===== src/rtl/ps2_key_decoder_pkg.sv =====
// ps2_key_decoder_pkg
//   Shared definitions for the PS/2 keyboard decoder:
//   - rx_state_t : receive FSM state encoding
//   - CODE_EXT / CODE_BREAK : scan-code prefix bytes
//   - CODE_UP / CODE_DOWN / CODE_LEFT / CODE_RIGHT : the four tracked keys
//   - key_mask() : maps a scan code to its one-hot bit in keys_keyboard
package ps2_key_decoder_pkg;

  typedef enum logic [1:0] {
    ST_IDLE   = 2'd0,
    ST_DATA   = 2'd1,
    ST_PARITY = 2'd2,
    ST_STOP   = 2'd3
  } rx_state_t;

  localparam logic [7:0] CODE_EXT   = 8'hE0;
  localparam logic [7:0] CODE_BREAK = 8'hF0;

  localparam logic [7:0] CODE_UP    = 8'h75;
  localparam logic [7:0] CODE_DOWN  = 8'h72;
  localparam logic [7:0] CODE_LEFT  = 8'h6B;
  localparam logic [7:0] CODE_RIGHT = 8'h74;

  // One-hot position of a tracked key in keys_keyboard; zero for any
  // code that does not correspond to one of the four arrow keys.
  function automatic logic [3:0] key_mask(input logic [7:0] code);
    logic [3:0] mask;
    mask = 4'b0000;
    case (code)
      CODE_UP:    mask = 4'b0001;
      CODE_DOWN:  mask = 4'b0010;
      CODE_LEFT:  mask = 4'b0100;
      CODE_RIGHT: mask = 4'b1000;
      default:    mask = 4'b0000;
    endcase
    return mask;
  endfunction

endpackage


===== src/rtl/ps2_key_decoder_line_filter.sv =====
// ps2_line_filter
//   Brings the raw PS/2 clock and data pins into the system clock domain
//   and debounces the clock line.
//
//   Ports:
//     clock     in   system clock
//     reset_n   in   asynchronous active-low reset
//     ps2_clk   in   raw PS/2 clock pin (asynchronous)
//     ps2_data  in   raw PS/2 data pin (asynchronous)
//     clk_fall  out  one-cycle strobe: filtered ps2_clk has gone 1 -> 0
//     data_bit  out  synchronized ps2_data captured when clk_fall fires;
//                    valid in the same cycle as clk_fall
//
//   The filtered clock level only moves after FILTER_LEN consecutive
//   synchronized samples disagree with it, so any pulse shorter than
//   FILTER_LEN cycles never reaches the receiver.
module ps2_line_filter #(
  parameter int FILTER_LEN = 8
) (
  input  logic clock,
  input  logic reset_n,
  input  logic ps2_clk,
  input  logic ps2_data,
  output logic clk_fall,
  output logic data_bit
);

  localparam int CW = $clog2(FILTER_LEN + 1);

  logic [1:0]    clk_sync;
  logic [1:0]    data_sync;
  logic          clk_level;
  logic [CW-1:0] run_cnt;

  // Two-flop synchronizers; both lines idle high on the bus.
  always_ff @(posedge clock or negedge reset_n) begin
    if (!reset_n) begin
      clk_sync  <= 2'b11;
      data_sync <= 2'b11;
    end else begin
      clk_sync  <= {clk_sync[0], ps2_clk};
      data_sync <= {data_sync[0], ps2_data};
    end
  end

  // run_cnt counts how many samples in a row have disagreed with the
  // accepted level; any agreeing sample restarts the count.
  always_ff @(posedge clock or negedge reset_n) begin
    if (!reset_n) begin
      clk_level <= 1'b1;
      run_cnt   <= '0;
      clk_fall  <= 1'b0;
      data_bit  <= 1'b1;
    end else begin
      clk_fall <= 1'b0;
      if (clk_sync[1] == clk_level) begin
        run_cnt <= '0;
      end else if (run_cnt == CW'(FILTER_LEN - 1)) begin
        clk_level <= clk_sync[1];
        run_cnt   <= '0;
        clk_fall  <= ~clk_sync[1];
        data_bit  <= data_sync[1];
      end else begin
        run_cnt <= run_cnt + 1'b1;
      end
    end
  end

endmodule


===== src/rtl/ps2_key_decoder.sv =====
// ps2_key_decoder
//   Receives PS/2 keyboard frames (start, 8 data bits LSB first, odd
//   parity, stop) and tracks the held state of the four arrow keys.
//
//   Ports:
//     clock          in   system clock (50 MHz)
//     reset_n        in   asynchronous active-low reset
//     ps2_clk        in   raw PS/2 clock pin
//     ps2_data       in   raw PS/2 data pin
//     keys_keyboard  out  held keys: [0] up, [1] down, [2] left, [3] right
//     scan_code      out  last byte received without error
//     scan_valid     out  one-cycle strobe when scan_code is loaded
//     frame_error    out  one-cycle strobe on parity, stop or timeout error
//
//   Output strobes: scan_valid and frame_error are single-cycle pulses
//   with no backpressure; a consumer must sample them every cycle. They
//   are mutually exclusive, and keys_keyboard is already updated in the
//   cycle scan_valid is high.
//
//   Internal state_q is the receive FSM state and is the point to observe
//   the receiver from outside.
module ps2_key_decoder
  import ps2_key_decoder_pkg::*;
#(
  parameter int FILTER_LEN     = 8,
  parameter int TIMEOUT_CYCLES = 50000
) (
  input  logic       clock,
  input  logic       reset_n,
  input  logic       ps2_clk,
  input  logic       ps2_data,
  output logic [3:0] keys_keyboard,
  output logic [7:0] scan_code,
  output logic       scan_valid,
  output logic       frame_error
);

  localparam int TW = $clog2(TIMEOUT_CYCLES + 1);

  // ---------------------------------------------------------------------
  // Line conditioning
  // ---------------------------------------------------------------------
  logic clk_fall;
  logic data_bit;

  ps2_line_filter #(
    .FILTER_LEN (FILTER_LEN)
  ) u_line_filter (
    .clock    (clock),
    .reset_n  (reset_n),
    .ps2_clk  (ps2_clk),
    .ps2_data (ps2_data),
    .clk_fall (clk_fall),
    .data_bit (data_bit)
  );

  // ---------------------------------------------------------------------
  // Receive FSM
  // ---------------------------------------------------------------------
  rx_state_t     state_q, state_d;
  logic [2:0]    bit_cnt_q, bit_cnt_d;
  logic [7:0]    shift_q, shift_d;
  logic          parity_q, parity_d;
  logic [TW-1:0] idle_cnt_q;

  logic frame_ok;
  logic frame_bad;
  logic timeout_hit;

  // State register
  always_ff @(posedge clock or negedge reset_n) begin
    if (!reset_n) begin
      state_q   <= ST_IDLE;
      bit_cnt_q <= '0;
      shift_q   <= '0;
      parity_q  <= 1'b0;
    end else begin
      state_q   <= state_d;
      bit_cnt_q <= bit_cnt_d;
      shift_q   <= shift_d;
      parity_q  <= parity_d;
    end
  end

  // Next-state logic: every sampled falling edge advances exactly one step.
  always_comb begin
    state_d   = state_q;
    bit_cnt_d = bit_cnt_q;
    shift_d   = shift_q;
    parity_d  = parity_q;
    if (clk_fall) begin
      case (state_q)
        ST_IDLE: begin
          // A high "start" bit is line noise, not a frame.
          if (!data_bit) begin
            state_d   = ST_DATA;
            bit_cnt_d = '0;
          end
        end
        ST_DATA: begin
          shift_d   = {data_bit, shift_q[7:1]};
          bit_cnt_d = bit_cnt_q + 3'd1;
          if (bit_cnt_q == 3'd7) begin
            state_d = ST_PARITY;
          end
        end
        ST_PARITY: begin
          parity_d = data_bit;
          state_d  = ST_STOP;
        end
        ST_STOP: begin
          state_d = ST_IDLE;
        end
        default: begin
          state_d = ST_IDLE;
        end
      endcase
    end else if (timeout_hit) begin
      state_d = ST_IDLE;
    end
  end

  // Output logic: frame verdicts in the cycle the stop bit is sampled.
  // Odd parity means the nine bits {data, parity} XOR to 1.
  always_comb begin
    frame_ok    = 1'b0;
    frame_bad   = 1'b0;
    timeout_hit = 1'b0;
    if (clk_fall && (state_q == ST_STOP)) begin
      if (data_bit && (^{shift_q, parity_q})) begin
        frame_ok = 1'b1;
      end else begin
        frame_bad = 1'b1;
      end
    end
    // An edge in the same cycle always wins over the timeout.
    if ((state_q != ST_IDLE) && !clk_fall &&
        (idle_cnt_q == TW'(TIMEOUT_CYCLES - 1))) begin
      timeout_hit = 1'b1;
    end
  end

  // Cycles spent mid-frame since the last falling edge.
  always_ff @(posedge clock or negedge reset_n) begin
    if (!reset_n) begin
      idle_cnt_q <= '0;
    end else if ((state_q == ST_IDLE) || clk_fall || timeout_hit) begin
      idle_cnt_q <= '0;
    end else begin
      idle_cnt_q <= idle_cnt_q + 1'b1;
    end
  end

  // ---------------------------------------------------------------------
  // Byte interpretation: prefix flags and held-key tracking
  // ---------------------------------------------------------------------
  logic       ext_q, ext_d;
  logic       brk_q, brk_d;
  logic [3:0] keys_d;
  logic [3:0] mask;

  always_comb begin
    ext_d  = ext_q;
    brk_d  = brk_q;
    keys_d = keys_keyboard;
    mask   = key_mask(shift_q);
    if (frame_ok) begin
      if (shift_q == CODE_EXT) begin
        ext_d = 1'b1;
      end else if (shift_q == CODE_BREAK) begin
        brk_d = 1'b1;
      end else begin
        // Any other byte closes the prefix sequence. The extended flag
        // does not change the mapping: arrow keys decode the same with
        // or without E0, and unmapped codes leave mask at zero.
        ext_d = 1'b0;
        brk_d = 1'b0;
        if (brk_q) begin
          keys_d = keys_keyboard & ~mask;
        end else begin
          keys_d = keys_keyboard | mask;
        end
      end
    end else if (frame_bad || timeout_hit) begin
      // A lost byte may have been a prefix; drop any partial sequence.
      ext_d = 1'b0;
      brk_d = 1'b0;
    end
  end

  // The verdict registers here, so scan_valid, scan_code and
  // keys_keyboard all change in the cycle after the stop sample.
  always_ff @(posedge clock or negedge reset_n) begin
    if (!reset_n) begin
      ext_q         <= 1'b0;
      brk_q         <= 1'b0;
      keys_keyboard <= 4'b0000;
      scan_code     <= 8'h00;
      scan_valid    <= 1'b0;
      frame_error   <= 1'b0;
    end else begin
      ext_q         <= ext_d;
      brk_q         <= brk_d;
      keys_keyboard <= keys_d;
      scan_valid    <= frame_ok;
      frame_error   <= frame_bad | timeout_hit;
      if (frame_ok) begin
        scan_code <= shift_q;
      end
    end
  end

endmodule


===== config.mk =====
export PLATFORM = sky130hd
export DESIGN_NAME = ps2_key_decoder
export DESIGN_NICKNAME = d
export VERILOG_FILES = /design/src/rtl/ps2_key_decoder_pkg.sv /design/src/rtl/ps2_key_decoder_line_filter.sv /design/src/rtl/ps2_key_decoder.sv
export SDC_FILE = /design/constraint.sdc
export NUM_CORES = 1
export LEC_CHECK = 0
export CAP_MARGIN = 10
export CELL_PAD_IN_SITES_DETAIL_PLACEMENT = 0
export CELL_PAD_IN_SITES_GLOBAL_PLACEMENT = 2
export CORE_UTILIZATION = 42
export CTS_CLUSTER_DIAMETER = 200
export DETAILED_ROUTE_END_ITERATION = 8
export HOLD_SLACK_MARGIN = 0.02
export PLACE_DENSITY_LB_ADDON = 0.1
export REMOVE_ABC_BUFFERS = 1
export SLEW_MARGIN = 5
export SYNTH_ARGS = -nofsm -noshare
export SYNTH_HDL_FRONTEND = slang
export SYNTH_SLANG_ARGS = --single-unit
export TNS_END_PERCENT = 1

===== constraint.sdc =====
create_clock -name clock -period 4.3 [get_ports clock]
set_clock_uncertainty 0.1 [all_clocks]
set_input_delay 0.645 -clock clock [delete_from_list [all_inputs] [get_ports clock]]
set_output_delay 0.645 -clock clock [all_outputs]
set_load 0.1 [all_outputs]

== Yosys cells after proc, flatten, opt, wreduce, memory -nomap -nowiden ==
Index checks and enable logic that the tools add are counted.

* Add/subtract/negate cells: 3
* Reductions and logical operators: 21
* Bitwise gates (word level): 8
* Muxes and demuxes: 23
* Equality and inequality tests: 17

{| class="wikitable"
|+ Operators with widths
! kind !! number
|-
| == test 8 x 7 -> 1 bit, second input constant || 4
|-
| adder 16 x 1 -> 16 bit, second input constant || 1
|-
| == test 16 bit, second input constant || 1
|-
| == test 8 bit, second input constant || 2
|-
| 2-to-1 mux 16 bit || 1
|-
| case mux 4 bit (4 select lines) || 1
|-
| 2-to-1 mux 4 bit || 3
|-
| 2-to-1 mux 1 bit || 11
|-
| AND reduction 3 bit || 3
|-
| parity 9 bit || 1
|-
| 2-to-1 mux 2 bit || 4
|-
| case mux 2 bit (4 select lines) || 1
|-
| AND reduction 2 bit || 4
|-
| nonzero test 2 bit || 4
|-
| inequality test 3 bit, second input constant || 2
|-
| case mux 3 bit (2 select lines) || 1
|-
| adder 4 x 1 -> 4 bit, second input constant || 1
|-
| AND 4 bit || 1
|-
| == test 2 bit, second input constant || 2
|-
| == test 4 x 3 -> 1 bit, second input constant || 1
|-
| logical AND 1 bit || 4
|-
| inequality test 2 bit, second input constant || 2
|-
| NOT 1 bit || 4
|-
| NOT 4 bit || 1
|-
| other kinds (10) || 12
|}

* Flip-flop bits (word level): 56
* Word-level logic and storage cells: 88
* Output and inout bits: 14
* Input port bits: 4

== Depth between registers and ports, before layout ==
Gate-level depths: netlist of run 1.

* Word-level depth: 7
* Gate-level depth with buffers: 7
* Depth with buffers taken out: 7

== Cells and area by module ==
From an unflattened synthesis of run 1, not the netlist that was laid out.

* Cell total of the unflattened synthesis: 220
* Area, all modules: 2627.5 um2

{| class="wikitable"
|+ Modules (own cells, without submodules)
! module !! times used !! area each (um2) !! cells an instance !! seq. area each (um2)
|-
| ps2_key_decoder || 1 || 2219.6 || 194 || 1126.1
|-
| ps2_line_filter || 1 || 407.9 || 26 || 282.8
|}

== Least setup slack after synthesis of run 1 ==
OpenSTA, ideal clock, no wires.

* Path kind: reg-to-reg
* From: register shift_q[4]
* To: register scan_code[0]
* Data arrival time: 1.930 ns
* Cell stages (with the launch flop): 8
* Path slack: 2.144 ns
* Library setup time: 0.126 ns
* Data required time: 4.074 ns
* Cells stage by stage: dfrtp_1 clkbuf_2 xnor2_1 xnor3_2 xnor2_1 and4_1 buf_6 mux2_4

* Cells in the longest elaborated chain, start to end: 4

{| class="wikitable"
|+ Ends and longest elaborated chain
! what !! RTL line !! RTL
|-
| start: declaration || ps2_key_decoder.sv:62 || <nowiki>logic [7:0] shift_q, shift_d;</nowiki>
|-
| start signal: assignment || ps2_key_decoder.sv:80 || <nowiki>shift_q <= shift_d;</nowiki>
|-
| parity 9 bit || ps2_key_decoder.sv:130 || <nowiki>if (data_bit && (^{shift_q, parity_q})) begin</nowiki>
|-
| logical AND 1 bit || ps2_key_decoder.sv:130 ||
|-
| 2-to-1 mux 1 bit || ps2_key_decoder.sv:130 ||
|-
| 2-to-1 mux 1 bit || ps2_key_decoder.sv:129 || <nowiki>if (clk_fall && (state_q == ST_STOP)) begin</nowiki>
|-
| via frame_ok || ps2_key_decoder.sv:66 || <nowiki>logic frame_ok;</nowiki>
|-
| end signal: assignment || ps2_key_decoder.sv:208 || <nowiki>scan_code <= shift_q;</nowiki>
|-
| end: declaration || ps2_key_decoder.sv:33 || <nowiki>output logic [7:0] scan_code,</nowiki>
|}

The timed path passes the listed nets, and every way through them passes these cells.
A chain may end at the register's enable or synchronous reset.

== Worst setup path in the final report of run 1 ==
* From: register scan_code[4]
* To: output scan_code[4]

No word-level cell between the ends.

==> results of run 1 <==
==> state kept, by name, indices dropped and copies added, names as in the netlist, named ones only <==
signal                   count
parity_q                     1
bit_cnt_q                    3
u_line_filter.data_sync      2
scan_valid                   1
u_line_filter.clk_level      1
u_line_filter.clk_fall       1
u_line_filter.run_cnt        4
u_line_filter.clk_sync       2
state_q                      2
frame_error                  1
brk_q                        1
shift_q                      8
idle_cnt_q                  16
u_line_filter.data_bit       1
scan_code                    8
==> cell usage after synthesis (all sizes together) <==
| master | number | area share, % |
|---|---|---|
| clkbuf | 3 | 0.49 |
| or3 | 1 | 0.25 |
| o41ai | 2 | 0.69 |
| a32oi | 1 | 0.34 |
| or2b | 1 | 0.30 |
| and4 | 1 | 0.34 |
| ha | 8 | 3.9 |
| nor4 | 3 | 0.74 |
| dfstp | 6 | 6.2 |
| xor2 | 9 | 3.1 |
| nor3b | 3 | 0.88 |
| nor2b | 1 | 0.25 |
| o21ai | 2 | 0.39 |
| o211ai | 2 | 0.59 |
| nand2 | 17 | 2.5 |
| dfrtp | 50 | 49 |
| inv | 6 | 0.88 |
| nand3b | 1 | 0.30 |
| mux2i | 2 | 0.79 |
| nor3 | 8 | 1.6 |
| xnor2 | 14 | 4.8 |
| a22o | 2 | 0.69 |
| nor2 | 24 | 3.5 |
| mux2 | 20 | 10 |
| xnor3 | 1 | 0.93 |
| a21oi | 4 | 0.79 |
| and3 | 3 | 0.74 |
| buf | 1 | 0.44 |
| nand3 | 9 | 1.8 |
| o31ai | 2 | 0.59 |
| nand2b | 4 | 0.98 |
| a31oi | 1 | 0.25 |
| nand4 | 3 | 0.74 |
==> metal layers <==
| metal | GRT usage, % | vias to the layer above |
|---|---|---|
| met2 | 27.9 | 35 |
| met5 | 0 | - |
| met1 | 19.9 | 809 |
| li1 | - | 780 |
| met4 | 5.00 | 0 |
| met3 | 3.89 | 6 |
==> cells by family (layout without fill, tap and decap cells) <==
family	after synthesis	count (layout)	share of synthesized area, %
and+or+nand+nor	79	79	14.9
DFF	56	56	55.4
xor gates and xnor gates	24	24	8.85
muxes	22	22	10.8
AOI/OAI and AO/OA	16	16	4.33
buffers and inverters	10	32	1.82
adders and majority gates	8	8	3.93
==> power breakdown <==
part	switching, W	leakage, nW	internal (W)	total, W
clock	0.000155	0.0455	0.000132	0.000287
sequential	0.0000177	0.759	0.000552	0.000569
combinational	0.0000279	0.448	0.0000237	0.0000516
==> final cells by class <==
type	count	share of cell area, %
clock buffer	8	3.13
inverter	6	0.784
multi-input combinational	149	37.9
sequential	56	49.0
tap	72	3.13
timing repair buffer	18	6.01
==> cell usage in the layout (no fill, tap or decap), types with 2 or more instances in the layout <==
| cell type | synthesis | final |
|---|---|---|
| a22o_1 | 2 | 2 |
| o21ai_0 | 2 | 2 |
| xor2_1 | 9 | 9 |
| nand3_1 | 9 | 9 |
| clkbuf_1 | 2 | 2 |
| dfstp_2 | 6 | 6 |
| o211ai_1 | 2 | 2 |
| nor2_1 | 24 | 24 |
| clkdlybuf4s50_1 | 0 | 16 |
| and3_1 | 3 | 3 |
| nand2_1 | 17 | 17 |
| a21oi_1 | 4 | 4 |
| mux2_4 | 8 | 8 |
| clkbuf_8 | 0 | 6 |
| mux2i_1 | 2 | 2 |
| nor3_1 | 8 | 8 |
| nor4_1 | 3 | 3 |
| nand2b_1 | 4 | 4 |
| inv_1 | 6 | 6 |
| xnor2_1 | 14 | 14 |
| ha_1 | 8 | 8 |
| mux2_2 | 12 | 12 |
| nor3b_1 | 3 | 3 |
| dfrtp_1 | 50 | 50 |
| o31ai_1 | 2 | 2 |
| nand4_1 | 3 | 3 |
| o41ai_1 | 2 | 2 |
==> per-stage QoR <==
step           area, µm²  std cells  total power [W]
2_1_floorplan       2520        211         0.000608
3_3_place_gp        2780        301         0.000627
3_5_place_dp        2780        301         0.000633
4_1_cts             2870        309         0.000923
5_1_grt             2870        309         0.000961
6_report            2870        309         0.000907
==> worst paths after layout <==
path / start / to / cells after the start
hold reg to reg: u_line_filter.data_sync[0] / u_line_filter.data_sync[1] / 0
hold / removal: u_line_filter.data_sync[0] / u_line_filter.data_sync[1] / 0
setup reg to reg: shift_q[5] / scan_code[2] / 5
min in group asynchronous: reset_n / scan_code[1] / 2
setup / recovery: scan_code[4] / scan_code[4] / 1
max in group asynchronous: reset_n / idle_cnt_q[1] / 2
==> flow_summary.toml, run 1 <==
[critical_path]
worstPathArrival_ps = 1830
worst-path-max-fanout = 2
startpoint_type = "register"
crit_path_end_kind = "output port"
path_cells = "clkdlybuf4s50_1"
path_buf_inv = 1
critical_path_class = "register to output port"
critPathMaxStageDelay_ps = 1150
crit_slowest_cell = "clkdlybuf4s50_1"
crit_required_ps = 3560
cp_top_family = "buffers and inverters"
r2r_slack_ps = 1830

[route]
drc = 0
routedWlPerCell_um = 14.7
met1Wirelength_um = 2020
highest_layer = "met4"
postRouteAntennaNets = 0
via_per_inst = 5.28
wl_met2_um = 2320
first_pass_iters = 4
vias = 1630
wl_met3_um = 154
drt-initial-drc-count = 101
finalWirelength_um = 4540

[sta]
period_share_pct = 59.9
slew_headroom_pct = 34.6
min_period_ps = 2570
finalSetupViolations = 0
fmax_mhz = 388
rsz0062_at_grt = "false"
final-max-slew-violation-count = 0
hold_violations = 0
tns_ps = 0
worst_pin_slew_ps = 979
whs_ps = 259
setup_slack_ps = 1730

[synth]
synth_seq_cells = 56
yosysSeqAreaShare_pct = 55.4
syn_inst = 215
yosysUniqueCellTypes = 35
syn_area_per_cell_um2 = 11.8
yosys_warnings = 0
syn_area_mm2 = 0.00254

[global_routing]
grt-ovfl-total = 0
antenna_found_initial = 0
first_global_vias = 1667
grt_pass1_wl_um = 7860
grt_max_degree = 57
track_usage_pct = 16.2

[power_and_ir_drop]
p_per_area_mw_per_mm2 = 316
p_leak_nw = 1.25
ir_drop_mv = 0.178

[worst_hold_path]
min_path_type = "register to register"

[run_status]
status = "complete, no violations"

[die]
coreArea_mm2 = 0.00568
die_x_um = 79.8
io-pin-count = 18
fp.dieArea_mm2 = 0.00637
dieHeight_um = 79.8
rows = 27
start_util_pct = 44.8

[final_layout]
multi_input_area_mm2 = 0.00109
n_fill_cell = 523
final_util_pct = 50.6
finalNetCount = 248
areaGrowthSynthToFinish_pct = 12.9
seq_area_mm2 = 0.00141
drive_gt1_share_pct = 14.8
n_antenna_cell = 0

[cts]
cts.repair.resized = 0
cts-root-buf = "clkbuf_8"
cts_sinks = 56
clk_pin_slew_ps = 90
clk_path_buf_depth = 2
htree_levels = 2
ctsHoldBuffers = 0
cts_tree = "yes"
post_cts.repair.setup_buffers = 0
numCtsBuffers = 5
clk_latency_ps = 300

[place]
gp_congestion = 0.787
portBuffers = 17
dpl_worst_slack_ps = 1850
dp_hpwl_um = 3220

[flow_run]
drv_cap = 0
Note: power is estimated with default switching activity, not from simulation.
==> run 2, diff against run 1 <==
- CORE_UTILIZATION: 42 -> 36
- clock period: 4.3 -> 2.2 ns (I/O delays scaled with it)
==> run 2 against run 1 <==
Effect of this change:
- sequential cell count unchanged
- via count grew 1.4%
- total power up 110%
- clock power rose to 2.5 times the previous value
- cell area grew 5.4%
- utilization shrank 6.0 points
- largest power group unchanged
- critical path depth increased by 5
- largest cell class unchanged
- sequential share of layout area is 2.5 points lower
- die area grew 16%
- highest routed layer unchanged
==> flow_summary.toml, run 2 (synthesized netlist as in run 1, its figures left out) <==
[run_status]
status = "complete, no violations"

[final_layout]
drive_gt1_share_pct = 25.9
final_common_cell = "dfrtp_1"
largest_reg_flops = 16
final_util_pct = 44.6
finalNetCount = 258
areaGrowthSynthToFinish_pct = 19.1
final_cell_mix = "dfrtp_1 (50), nor2_1 (24), buf_4 (22)"
largestRegisters = "idle_cnt_q (16), scan_code (8), shift_q (8)"
top_register = "idle_cnt_q"
n_antenna_cell = 0

[critical_path]
worstPathArrival_ps = 2200
startpoint_type = "register"
critPathMaxStageDelay_ps = 480
cp_top_family = "XOR/XNOR gates"
critical_path_class = "register to register"
crit_slowest_cell = "xnor3_2"
path_cells = "xnor2_1 > xnor3_2 > xnor2_2 > and4_4 > buf_12 > mux2_4"
worst_r2r_startpoint = "parity_q"
worst-path-max-fanout = 9
r2r_slack_ps = 100
path_buf_inv = 1
crit_path_end_kind = "register"
crit_required_ps = 2300
timing.rr.end = "scan_code[3]"
r2r_cells = 6

[cts]
cts-root-buf = "clkbuf_8"
cts_tree = "yes"
clk_latency_ps = 300
post_cts.repair.setup_buffers = 0
cts_sinks = 56
clk_pin_slew_ps = 100
numCtsBuffers = 5
clk_path_buf_depth = 2
htree_levels = 2

[sta]
fmax_mhz = 475
worst_pin_slew_ps = 431
whs_ps = 265
period_share_pct = 95.7
finalSetupViolations = 0
hold_violations = 0
final-max-slew-violation-count = 0
slew_headroom_pct = 71.1
min_period_ps = 2100

[die]
io-pin-count = 18
rows = 30
fp.dieArea_mm2 = 0.00741
dieHeight_um = 86.1
start_util_pct = 37.5
die_x_um = 86.1
coreArea_mm2 = 0.00679

[global_routing]
grt-ovfl-total = 0
first_global_vias = 1713
track_usage_pct = 14.0
grt_pass1_wl_um = 8140
grt_max_degree = 57
antenna_found_initial = 0

[place]
dp_hpwl_um = 3350
portBuffers = 17
gp_congestion = 0.775

[worst_hold_path]
min_from = "u_line_filter.data_sync[0]"
min_delay_worst_endpoint = "u_line_filter.data_sync[1]"
hold_depth = 0
min_path_type = "register to register"

[route]
first_pass_iters = 4
via_per_inst = 4.82
met1Wirelength_um = 2170
wl_met3_um = 111
drt-initial-drc-count = 32
vias = 1653
drc = 0
routedWlPerCell_um = 13.8
finalWirelength_um = 4740
wl_met2_um = 2400
postRouteAntennaNets = 0
highest_layer = "met4"

[power_and_ir_drop]
clkPwrFrac_pct = 37.3
internal_power_w = 0.00153
netSwitchingFraction_pct = 21.2
p_leak_nw = 1.37
switchingPower_w = 0.000413
p_per_area_mw_per_mm2 = 642
combPwrFrac_pct = 5.5
ir_drop_mv = 0.266
seq_power_share_pct = 57.2

[flow_run]
drv_cap = 0
==> run 2: cell count changes in the layout (fill, tap and decap cells not counted), moves of 2 or more <==
cell,change
nor4_2,+2
clkdlybuf4s50_1,-14
nor4_1,-2
buf_4,+21
clkbuf_1,-2
buf_12,+2
==> run 2: how the worst max path moves through the flow <==
| stage | cells after the start | startpoint | slack (ps) | endpoint |
|---|---|---|---|---|
| after floorplan | 5 | shift_q[4] | -60 | scan_code[0] |
| after global placement | 6 | shift_q[3] | 90 | scan_code[4] |
| after detailed placement | 6 | shift_q[3] | 40 | scan_code[0] |
| after CTS | 6 | shift_q[3] | 20 | scan_code[3] |
| after global routing | 6 | parity_q | -20 | register |
| final | 6 | parity_q | 100 | scan_code[3] |
==> run 2: timing repair <==
| action | 4_1_cts | 5_1_grt |
|---|---|---|
| gates resized for setup | 0 | 4 |
| endpoints found under the hold margin | 50 | 0 |
| endpoints found under the setup margin | 0 | 10 |
| hold buffers | 1 | 0 |
==> run 2: layout make-up <==
class,instances,area [µm²]
Clock inverter,1,30.0
Inverter,6,22.5
Sequential cell,56,1410
Multi-Input combinational cell,149,1110
Tap cell,96,120
Timing Repair Buffer,28,240
Clock buffer,7,96.3
Fill cell,639,3760
==> run 2: metal layers <==
layer / global-route usage, % / up-vias
met5: 0 / -
met4: 4.09 / 0
met3: 3.18 / 6
met2: 24.1 / 21
met1: 17.6 / 825
li1: - / 801
==> run 2: metrics by stage <==
step                      setup TNS (ps)  worst slack, ps  std cells  cell area [µm²]  total power, W
after global placement                 0             89.1        334             2870         0.00123
after detailed placement               0             42.7        334             2870         0.00124
after global routing               -30.7            -22.6        343             3030         0.00204
after CTS                              0             19.5        343             3010         0.00197
final                                  0             95.3        343             3030         0.00194
after floorplan                     -487            -60.9        211             2520         0.00119
==> run 2: power by group through the flow <==
stage | Clock [W] | Sequential [W] | Combinational, W
global placement | 0 | 0.00113 | 0.0000986
detailed placement | 0 | 0.00113 | 0.000107
global route | 0.000797 | 0.00112 | 0.000125
CTS | 0.000748 | 0.00111 | 0.000110
floorplan | 0 | 0.00112 | 0.0000653
finish | 0.000725 | 0.00111 | 0.000107
==> run 2: worst register-to-register path: stages, from the launching register on <==
cell and delay [ps]:
dfrtp_1 400, xnor2_1 170, xnor3_2 480, xnor2_2 170, and4_4 250, buf_12 140
mux2_4 300
==> run 3, diff against run 2 <==
- SETUP_SLACK_MARGIN: default -> 0.1
- SLEW_MARGIN: 5 -> default
==> run 3 against run 2 <==
Effect of this change:
- via count stayed put
- routed wire length down 0.19%
- non-clock buffer count did not move
- first-iteration DRC count shrank 6.3%
- count of clock-buffer cells in the layout stayed put
- critical path depth unchanged
- utilization is 0.11 points higher
- largest power group unchanged
- register-to-register slack got worse by 40 ps
- clock power barely moved
- setup slack worse by 39 ps
- final cell count did not move
- sequential cell count did not move
==> flow_summary.toml, run 3 (synthesized netlist as in run 1, its figures left out) <==
[critical_path]
worst_r2r_startpoint = "shift_q[4]"
crit_path_end_kind = "register"
startpoint_type = "register"
worst-path-max-fanout = 9
r2r_slack_ps = 60
r2r_cells = 6
endpoint = "scan_code[3]"
timing.rr.end = "scan_code[3]"
startpoint = "shift_q[4]"
crit_required_ps = 2300
worstPathArrival_ps = 2240
critical_path_class = "register to register"

[final_layout]
finalNetCount = 258
final_cell_mix = "dfrtp_1 (50), nor2_1 (24), buf_4 (22)"
areaGrowthSynthToFinish_pct = 19.4
drive_gt1_share_pct = 26.3
stdcell_area_mm2 = 0.00304
n_antenna_cell = 0
largestRegisters = "idle_cnt_q (16), scan_code (8), shift_q (8)"
top_register = "idle_cnt_q"
largest_reg_flops = 16
fin_cells = 343
final_common_cell = "dfrtp_1"

[route]
via_per_inst = 4.82
drt-initial-drc-count = 30
first_pass_iters = 4
finalWirelength_um = 4730
routedWlPerCell_um = 13.8
vias = 1653
drc = 0
postRouteAntennaNets = 0

[cts]
cts_sinks = 56
numCtsBuffers = 5
cts-root-buf = "clkbuf_8"
clk_latency_ps = 300
clk_pin_slew_ps = 100
htree_levels = 2
cts_tree = "yes"
clk_path_buf_depth = 2
post_cts.repair.setup_buffers = 0

[global_routing]
first_global_vias = 1711
grt-ovfl-total = 0
antenna_found_initial = 0
grt_pass1_wl_um = 8140
track_usage_pct = 14.0
grt_max_degree = 57

[power_and_ir_drop]
p_leak_nw = 1.37
power.total_w = 0.00194
p_per_area_mw_per_mm2 = 640
switchingPower_w = 0.000413
seq_power_share_pct = 57.2
internal_power_w = 0.00153
netSwitchingFraction_pct = 21.2
ir_drop_mv = 0.266
combPwrFrac_pct = 5.5
clkPwrFrac_pct = 37.3

[run_status]
status = "complete, no violations"

[worst_hold_path]
min_path_type = "register to register"

[sta]
fmax_mhz = 467
min_period_ps = 2140
finalSetupViolations = 0
whs_ps = 265
worst_pin_slew_ps = 431
final-max-slew-violation-count = 0
rsz0062_at_grt = "true"
hold_violations = 0
slew_headroom_pct = 71.1
period_share_pct = 97.4

[place]
portBuffers = 17
gp_congestion = 0.775
place_area_mm2 = 0.00287
dp.cells = 334
dp_hpwl_um = 3350

[die]
fp.dieArea_mm2 = 0.00741
io-pin-count = 18
die_x_um = 86.1
start_util_pct = 37.5
rows = 30
coreArea_mm2 = 0.00679
dieHeight_um = 86.1

[flow_run]
drv_cap = 0
==> run 3: cell type report <==
cell class,instances,area [µm²]
Inverter,6,22.5
Fill cell,639,3760
Tap cell,96,120
Clock inverter,1,30.0
Clock buffer,7,96.3
Timing Repair Buffer,28,240
Multi-Input combinational cell,149,1120
Sequential cell,56,1410
==> run 3: timing repair <==
item / CTS / global route
setup endpoints to repair: 10 / 10
hold buffers: 1 / 0
endpoints found under the hold margin: 50 / 0
pin swaps: 2 / 4
resized for setup: 0 / 5
==> run 3: power groups by stage <==
stage / Sequential (W) / Combinational (W) / Clock (W)
3_5_place_dp: 0.00113 / 0.000107 / 0
5_1_grt: 0.00112 / 0.000125 / 0.000797
4_1_cts: 0.00111 / 0.000110 / 0.000748
2_1_floorplan: 0.00112 / 0.0000653 / 0
6_report: 0.00111 / 0.000107 / 0.000725
3_3_place_gp: 0.00113 / 0.0000986 / 0
==> run 3: through the flow <==
| step | utilization [%] | setup WS, ps | setup TNS, ps |
|---|---|---|---|
| after CTS | 44.3 | 56.4 | 0 |
| after floorplan | - | -60.9 | -487 |
| after detailed placement | 42.3 | 42.7 | 0 |
| final | 44.7 | 56.5 | 0 |
| after global placement | 42.3 | 89.1 | 0 |
| after global routing | 44.7 | -37.2 | -110 |
==> run 3: worst min path at each step <==
stage                                     from                          to  slack, ps  depth (start not counted)
finish              u_line_filter.data_sync[0]  u_line_filter.data_sync[1]        260                          0
global route        u_line_filter.data_sync[0]  u_line_filter.data_sync[1]        280                          0
CTS                 u_line_filter.data_sync[0]  u_line_filter.data_sync[1]        270                          0
detailed placement                     reset_n                  shift_q[2]        250                          2
global placement                       reset_n                scan_code[3]        250                          2
floorplan                              reset_n  asynchronous set/reset pin        -70                          0
==> run 3: worst max-delay path, stage by stage, from the launching register on <==
cell     delay (ps)
dfrtp_1         430
xnor2_2         170
xnor3_2         480
xnor2_2         170
and4_4          250
buf_12          140
mux2_4          300
==> run 3: metal layers <==
layer,wire length [µm],up-vias,track usage (%)
met5,0,-,0
met4,59,0,4.09
met3,111,6,3.18
met2,2400,21,24.1
met1,2160,823,17.6
li1,-,803,-
